## config.mk

```make
export PLATFORM = sky130hd
export DESIGN_NAME = div_sched
export DESIGN_NICKNAME = d
export VERILOG_FILES = /design/src/rtl/div_sched.sv
export SDC_FILE = /design/constraint.sdc
export NUM_CORES = 1
export LEC_CHECK = 0
export BUFFER_PORTS_ARGS = -buffer_cell sky130_fd_sc_hd__buf_2
export CORE_MARGIN = 2
export CORE_UTILIZATION = 30
export DETAILED_ROUTE_END_ITERATION = 8
export GPL_ROUTABILITY_DRIVEN = 1
export PLACE_DENSITY_LB_ADDON = 0.12
export SYNTH_ARGS = -nofsm -noshare
export SYNTH_HDL_FRONTEND = slang
export SYNTH_SLANG_ARGS = --single-unit
```

## constraint.sdc

```tcl
create_clock -name clk -period 2.4 [get_ports clk]
set_input_delay 0.24 -clock clk [delete_from_list [all_inputs] [get_ports clk]]
set_output_delay 0.24 -clock clk [all_outputs]
set_load 0.005 [all_outputs]
```

## src/rtl/div_sched.sv

```systemverilog
// Divider-select controller: merges button, encoder, set and clear requests into one target
// value and hands it to the clock divider only on a period boundary (or after a timeout).
module div_sched #(
    parameter int W        = 3,
    parameter int HOLD_CYC = 25000000,
    parameter int REP_CYC  = 5000000,
    parameter int TMO_CYC  = 50000000,
    parameter int WRAP     = 0,
    parameter int SET_VAL  = 7
) (
    input  logic         clk,
    input  logic         reset,
    input  logic         up,
    input  logic         down,
    input  logic [1:0]   rlr,
    input  logic         set,
    input  logic         clr,
    input  logic         div_safe,
    output logic [W-1:0] target,
    output logic [W-1:0] div_out,
    output logic         div_pend,
    output logic         div_apply
);

    localparam int HMAX = (HOLD_CYC > REP_CYC) ? HOLD_CYC : REP_CYC;
    localparam int HCW  = $clog2(HMAX + 1);
    localparam int TCW  = $clog2(TMO_CYC + 1);
    localparam logic [HCW-1:0] HOLD_V   = HCW'(HOLD_CYC);
    localparam logic [HCW-1:0] REP_V    = HCW'(REP_CYC);
    localparam logic [TCW-1:0] TMO_LAST = TCW'(TMO_CYC - 1);
    localparam logic [W-1:0]   MAX_V    = {W{1'b1}};
    localparam logic [W-1:0]   SET_V    = W'(SET_VAL);

    typedef enum logic [0:0] {
        IDLE = 1'b0,
        PEND = 1'b1
    } state_t;

    logic [1:0]     btn_s;
    logic           both_s;
    logic [1:0]     fire_s;
    logic [1:0]     prev_q, prev_d;
    logic [1:0]     act_q, act_d;
    logic [1:0]     rep_q, rep_d;
    logic [HCW-1:0] cnt_q [2];
    logic [HCW-1:0] cnt_d [2];
    logic [W-1:0]   target_q, target_d;
    logic [W-1:0]   div_out_q, div_out_d;
    logic           div_pend_q, div_pend_d;
    logic           div_apply_q, div_apply_d;
    logic [TCW-1:0] tmo_q, tmo_d;
    state_t         state_q, state_d;

    function automatic logic [W-1:0] step_inc(input logic [W-1:0] v);
        logic [W-1:0] r;
        if (v == MAX_V) begin
            r = (WRAP != 0) ? {W{1'b0}} : MAX_V;
        end else begin
            r = v + W'(1);
        end
        return r;
    endfunction

    function automatic logic [W-1:0] step_dec(input logic [W-1:0] v);
        logic [W-1:0] r;
        if (v == {W{1'b0}}) begin
            r = (WRAP != 0) ? MAX_V : {W{1'b0}};
        end else begin
            r = v - W'(1);
        end
        return r;
    endfunction

    assign btn_s  = {down, up};
    assign both_s = up & down;

    // Per-button edge detect and hold-to-repeat timing; both buttons high cancels everything
    always_comb begin
        prev_d = btn_s;
        fire_s = 2'b00;
        act_d  = act_q;
        rep_d  = rep_q;
        for (int i = 0; i < 2; i++) begin
            cnt_d[i] = cnt_q[i];
            if (both_s || !btn_s[i]) begin
                act_d[i] = 1'b0;
                rep_d[i] = 1'b0;
                cnt_d[i] = {HCW{1'b0}};
            end else if (!prev_q[i]) begin
                fire_s[i] = 1'b1;
                act_d[i]  = 1'b1;
                rep_d[i]  = 1'b0;
                cnt_d[i]  = HCW'(1);
            end else if (act_q[i]) begin
                if (!rep_q[i] && (cnt_q[i] == HOLD_V)) begin
                    fire_s[i] = 1'b1;
                    rep_d[i]  = 1'b1;
                    cnt_d[i]  = HCW'(1);
                end else if (rep_q[i] && (cnt_q[i] == REP_V)) begin
                    fire_s[i] = 1'b1;
                    cnt_d[i]  = HCW'(1);
                end else begin
                    cnt_d[i] = cnt_q[i] + HCW'(1);
                end
            end else begin
                cnt_d[i] = cnt_q[i];
            end
        end
    end

    // Single target update per cycle; lower-priority requests in the same cycle are dropped
    always_comb begin
        target_d = target_q;
        if (clr) begin
            target_d = {W{1'b0}};
        end else if (set) begin
            target_d = SET_V;
        end else if (rlr == 2'b01) begin
            target_d = step_inc(target_q);
        end else if (rlr == 2'b10) begin
            target_d = step_dec(target_q);
        end else if (fire_s[0]) begin
            target_d = step_inc(target_q);
        end else if (fire_s[1]) begin
            target_d = step_dec(target_q);
        end else begin
            target_d = target_q;
        end
    end

    // Commit FSM: the registered target (pre-update value) is what reaches the divider
    always_comb begin
        state_d     = state_q;
        div_out_d   = div_out_q;
        div_apply_d = 1'b0;
        tmo_d       = {TCW{1'b0}};
        case (state_q)
            IDLE: begin
                if (target_q != div_out_q) begin
                    state_d = PEND;
                end else begin
                    state_d = IDLE;
                end
            end
            PEND: begin
                if (target_q == div_out_q) begin
                    state_d = IDLE;
                end else if (div_safe || (tmo_q == TMO_LAST)) begin
                    div_out_d   = target_q;
                    div_apply_d = 1'b1;
                    state_d     = IDLE;
                end else begin
                    tmo_d = tmo_q + TCW'(1);
                end
            end
            default: begin
                state_d = IDLE;
            end
        endcase
        div_pend_d = (state_d == PEND);
    end

    // State and output registers
    always_ff @(posedge clk) begin
        if (reset) begin
            prev_q      <= 2'b00;
            act_q       <= 2'b00;
            rep_q       <= 2'b00;
            cnt_q[0]    <= {HCW{1'b0}};
            cnt_q[1]    <= {HCW{1'b0}};
            target_q    <= {W{1'b0}};
            div_out_q   <= {W{1'b0}};
            div_pend_q  <= 1'b0;
            div_apply_q <= 1'b0;
            tmo_q       <= {TCW{1'b0}};
            state_q     <= IDLE;
        end else begin
            prev_q      <= prev_d;
            act_q       <= act_d;
            rep_q       <= rep_d;
            cnt_q[0]    <= cnt_d[0];
            cnt_q[1]    <= cnt_d[1];
            target_q    <= target_d;
            div_out_q   <= div_out_d;
            div_pend_q  <= div_pend_d;
            div_apply_q <= div_apply_d;
            tmo_q       <= tmo_d;
            state_q     <= state_d;
        end
    end

    assign target    = target_q;
    assign div_out   = div_out_q;
    assign div_pend  = div_pend_q;
    assign div_apply = div_apply_q;

endmodule

```

==> run metrics <==
actual slew at the worst max-slew pin 0.568 ns; # diodes 0; Rel. slew slack 0.618; Iter 0 DRT Violations 107; CTS Buffer Depth 2; routed length per instance 12.5 um; Max Freq 0.452 GHz; Max Cap Viol 0; Routed WL 8.83 mm; overall power 3.15 mW; top cell type's share of synthesized area 0.418; Final Setup Violations 0; gr ovfl total 0; crit path kind flop to flop; Final Max Tran Viols 0; CP max FO 6; Starting Density 0.309; R2R cell count 6; post-CTS setup buffers 0; Cell Area, Synth 4310 sq um; DR WL met3 255 um; GRT Overall Usage 0.130; Rows 43; Port Buffer Count 16; leakage power 1.63 nW; setup TNS 0 ns; status finished clean; #FFs+latches synth 90; R2R Setup Slk 0.19 ns; Worst setup EP type flop; via count 3,379; post-DP HPWL 6.32 mm; Post-synth top cells 98 x nor2_1, 90 x dfxtp_1, 44 x xor2_1; CTS resizes 0; met2 wire len 3.83 mm; Avg Synthesized Cell Area 8.65 sq um; final hold viol count 0; most common cell in the synthesized netlist nor2_1; vias in the first global route 3,362; unrepaired setup endpoints after global routing no; antenna violation net count after detailed routing 0; number of remaining DRC errors 0; WL met1 4.55 mm; prevailing post-synth register cell dfxtp_1; die height 124 um; H-tree Lvls 3; Core Region 13,900 sq um; crit path time final 2.21 ns; Area Growth Syn to Fin 15.8%; Seq/Total Area, Yosys 0.418; Synth area leader dfxtp_1; Critical Path Source cnt_q[0][45]; CTS sink cnt 90; Reg clk slew, reported paths 0.06 ns; Setup Skew 0.00746 ns; Reg-to-Reg End target[0]; die width 124 um; largest net degree at the start of global routing 27; Hold Path Class primary input to flop; number of synthesized flops with an enable pin 0; GPL Wtd Cong 0.825; Ys Warns 0; clock insertion delay at the later pin of the skew report 0.35 ns; TritonCTS Buffers 9; first-pass GRT wire length 15.7 mm; cells after synthesis 498; Syn Nets 516; Top Layer Used met4; # hold bufs at CTS 0; reg2reg start cnt_q[0][45]; antenna violations before repair 0; CP Launch Type flop; share of layout cells above drive strength 1 0.0949; Fin Hold WS 0.110 ns; drt pass-1 iters 6; Yosys cell types 49; worst path required time 2.65 ns; CTS tree built; nets@finish 540; post-DR vias/cell 4.78; Final Cycle Share 0.921; Clock Root Buffer clkbuf_16; Die Area 15,300 sq um; CP endpoint target[0]; CP arrival 2.46 ns; asr flop ratio synth 0; power per cell area 631 nW/um^2; Area contributors post-synth dfxtp_1 42%, xor2_1 9.0%, nor2_1 8.5%; Worst IR Drop VDD 395 uV; io pins 17
[flip-flops by register name, indices dropped and copies added (netlist names)]
name / count
target: 3
act_q: 2
state_q: 1
prev_q: 2
tmo_q: 26
div_out: 3
cnt_q: 50
rep_q: 2
div_apply: 1
[worst max-delay path, cell delays in order (launching register included)]
cell       delay, ns
dfxtp_1         0.36
or4b_1          0.51
nor4_1          0.25
o2111ai_1       0.18
a21oi_1         0.35
nor4_1          0.14
a2111oi_4       0.32
[cell families (layout without fill, tap and decap cells)]
logic type,after synthesis,count (layout),share of synthesized area
flops,90,90,0.418
mux,4,4,0.00930
xor+xnor,75,75,0.153
fa+ha+maj,10,10,0.0285
simple gates,256,256,0.302
buf+inv,32,61,0.0299
compound gates,31,31,0.0596
[routing by layer]
layer  GRT usage  vias up
li1            -     1755
met5           0        -
met2       0.199       29
met4      0.0518        0
met3      0.0430       14
met1       0.169     1581
[area by class of cell]
| cell class | instances | area, sq um |
|---|---|---|
| Inverter | 19 | 71.3 |
| Tap cell | 180 | 225 |
| Sequential cell | 90 | 1800 |
| Clock buffer | 9 | 225 |
| Multi-Input combinational cell | 376 | 2390 |
| Timing Repair Buffer | 26 | 180 |
| Fill cell | 1446 | 8950 |
| Clock inverter | 7 | 93.8 |
[worst min-delay path by stage]
stage / from / end / slack (ns) / cells after the start
2_1_floorplan: reset / target[0] / 0.30 / 1
3_3_place_gp: tmo_q[0] / tmo_q[0] / 0.46 / 1
3_5_place_dp: tmo_q[0] / tmo_q[0] / 0.47 / 1
4_1_cts: clr / target[0] / 0.09 / 2
5_1_grt: clr / target[0] / 0.10 / 2
6_report: clr / target[0] / 0.11 / 2
[placed cells by master (no fill, tap or decap), types with 2 or more instances in the layout]
cell        instances
nor4bb_1            2
nand4b_1            3
nand4_1            19
o2111ai_1           2
clkinvlp_4          2
or2_2               2
ha_1                9
or3_1               3
bufinv_16           2
clkinv_2            2
nand3_1            28
buf_2              16
buf_4               8
and3_1             13
a31oi_1             3
nor3b_1             3
inv_1              19
nor2b_1             4
and2_1              3
buf_12              2
a21oi_1            10
a41oi_1             2
nor2_1             98
nand3b_1            2
nor4b_1             4
clkbuf_16           9
nor4_1              8
nor3_1              7
xnor2_1            31
and4_1              7
dfxtp_1            90
nand2b_1            8
nand2_1            36
o41ai_1             2
mux2i_1             4
xor2_1             44
[where the power goes]
group          internal (mW)  switching [mW]
combinational         0.0512          0.0650
sequential              1.50          0.0182
clock                  0.910           0.600
[metrics by stage]
stage / worst slack (ns) / utilization / area, sq um / instances
5_1_grt: 0.00150 / 0.358 / 4990 / 707
3_3_place_gp: 0.187 / 0.334 / 4650 / 691
3_5_place_dp: 0.146 / 0.334 / 4650 / 691
2_1_floorplan: 0.436 / - / 4310 / 498
4_1_cts: 0.133 / 0.357 / 4970 / 707
6_report: 0.189 / 0.358 / 4990 / 707
No activity file was read; power rests on OpenSTA's default activity.
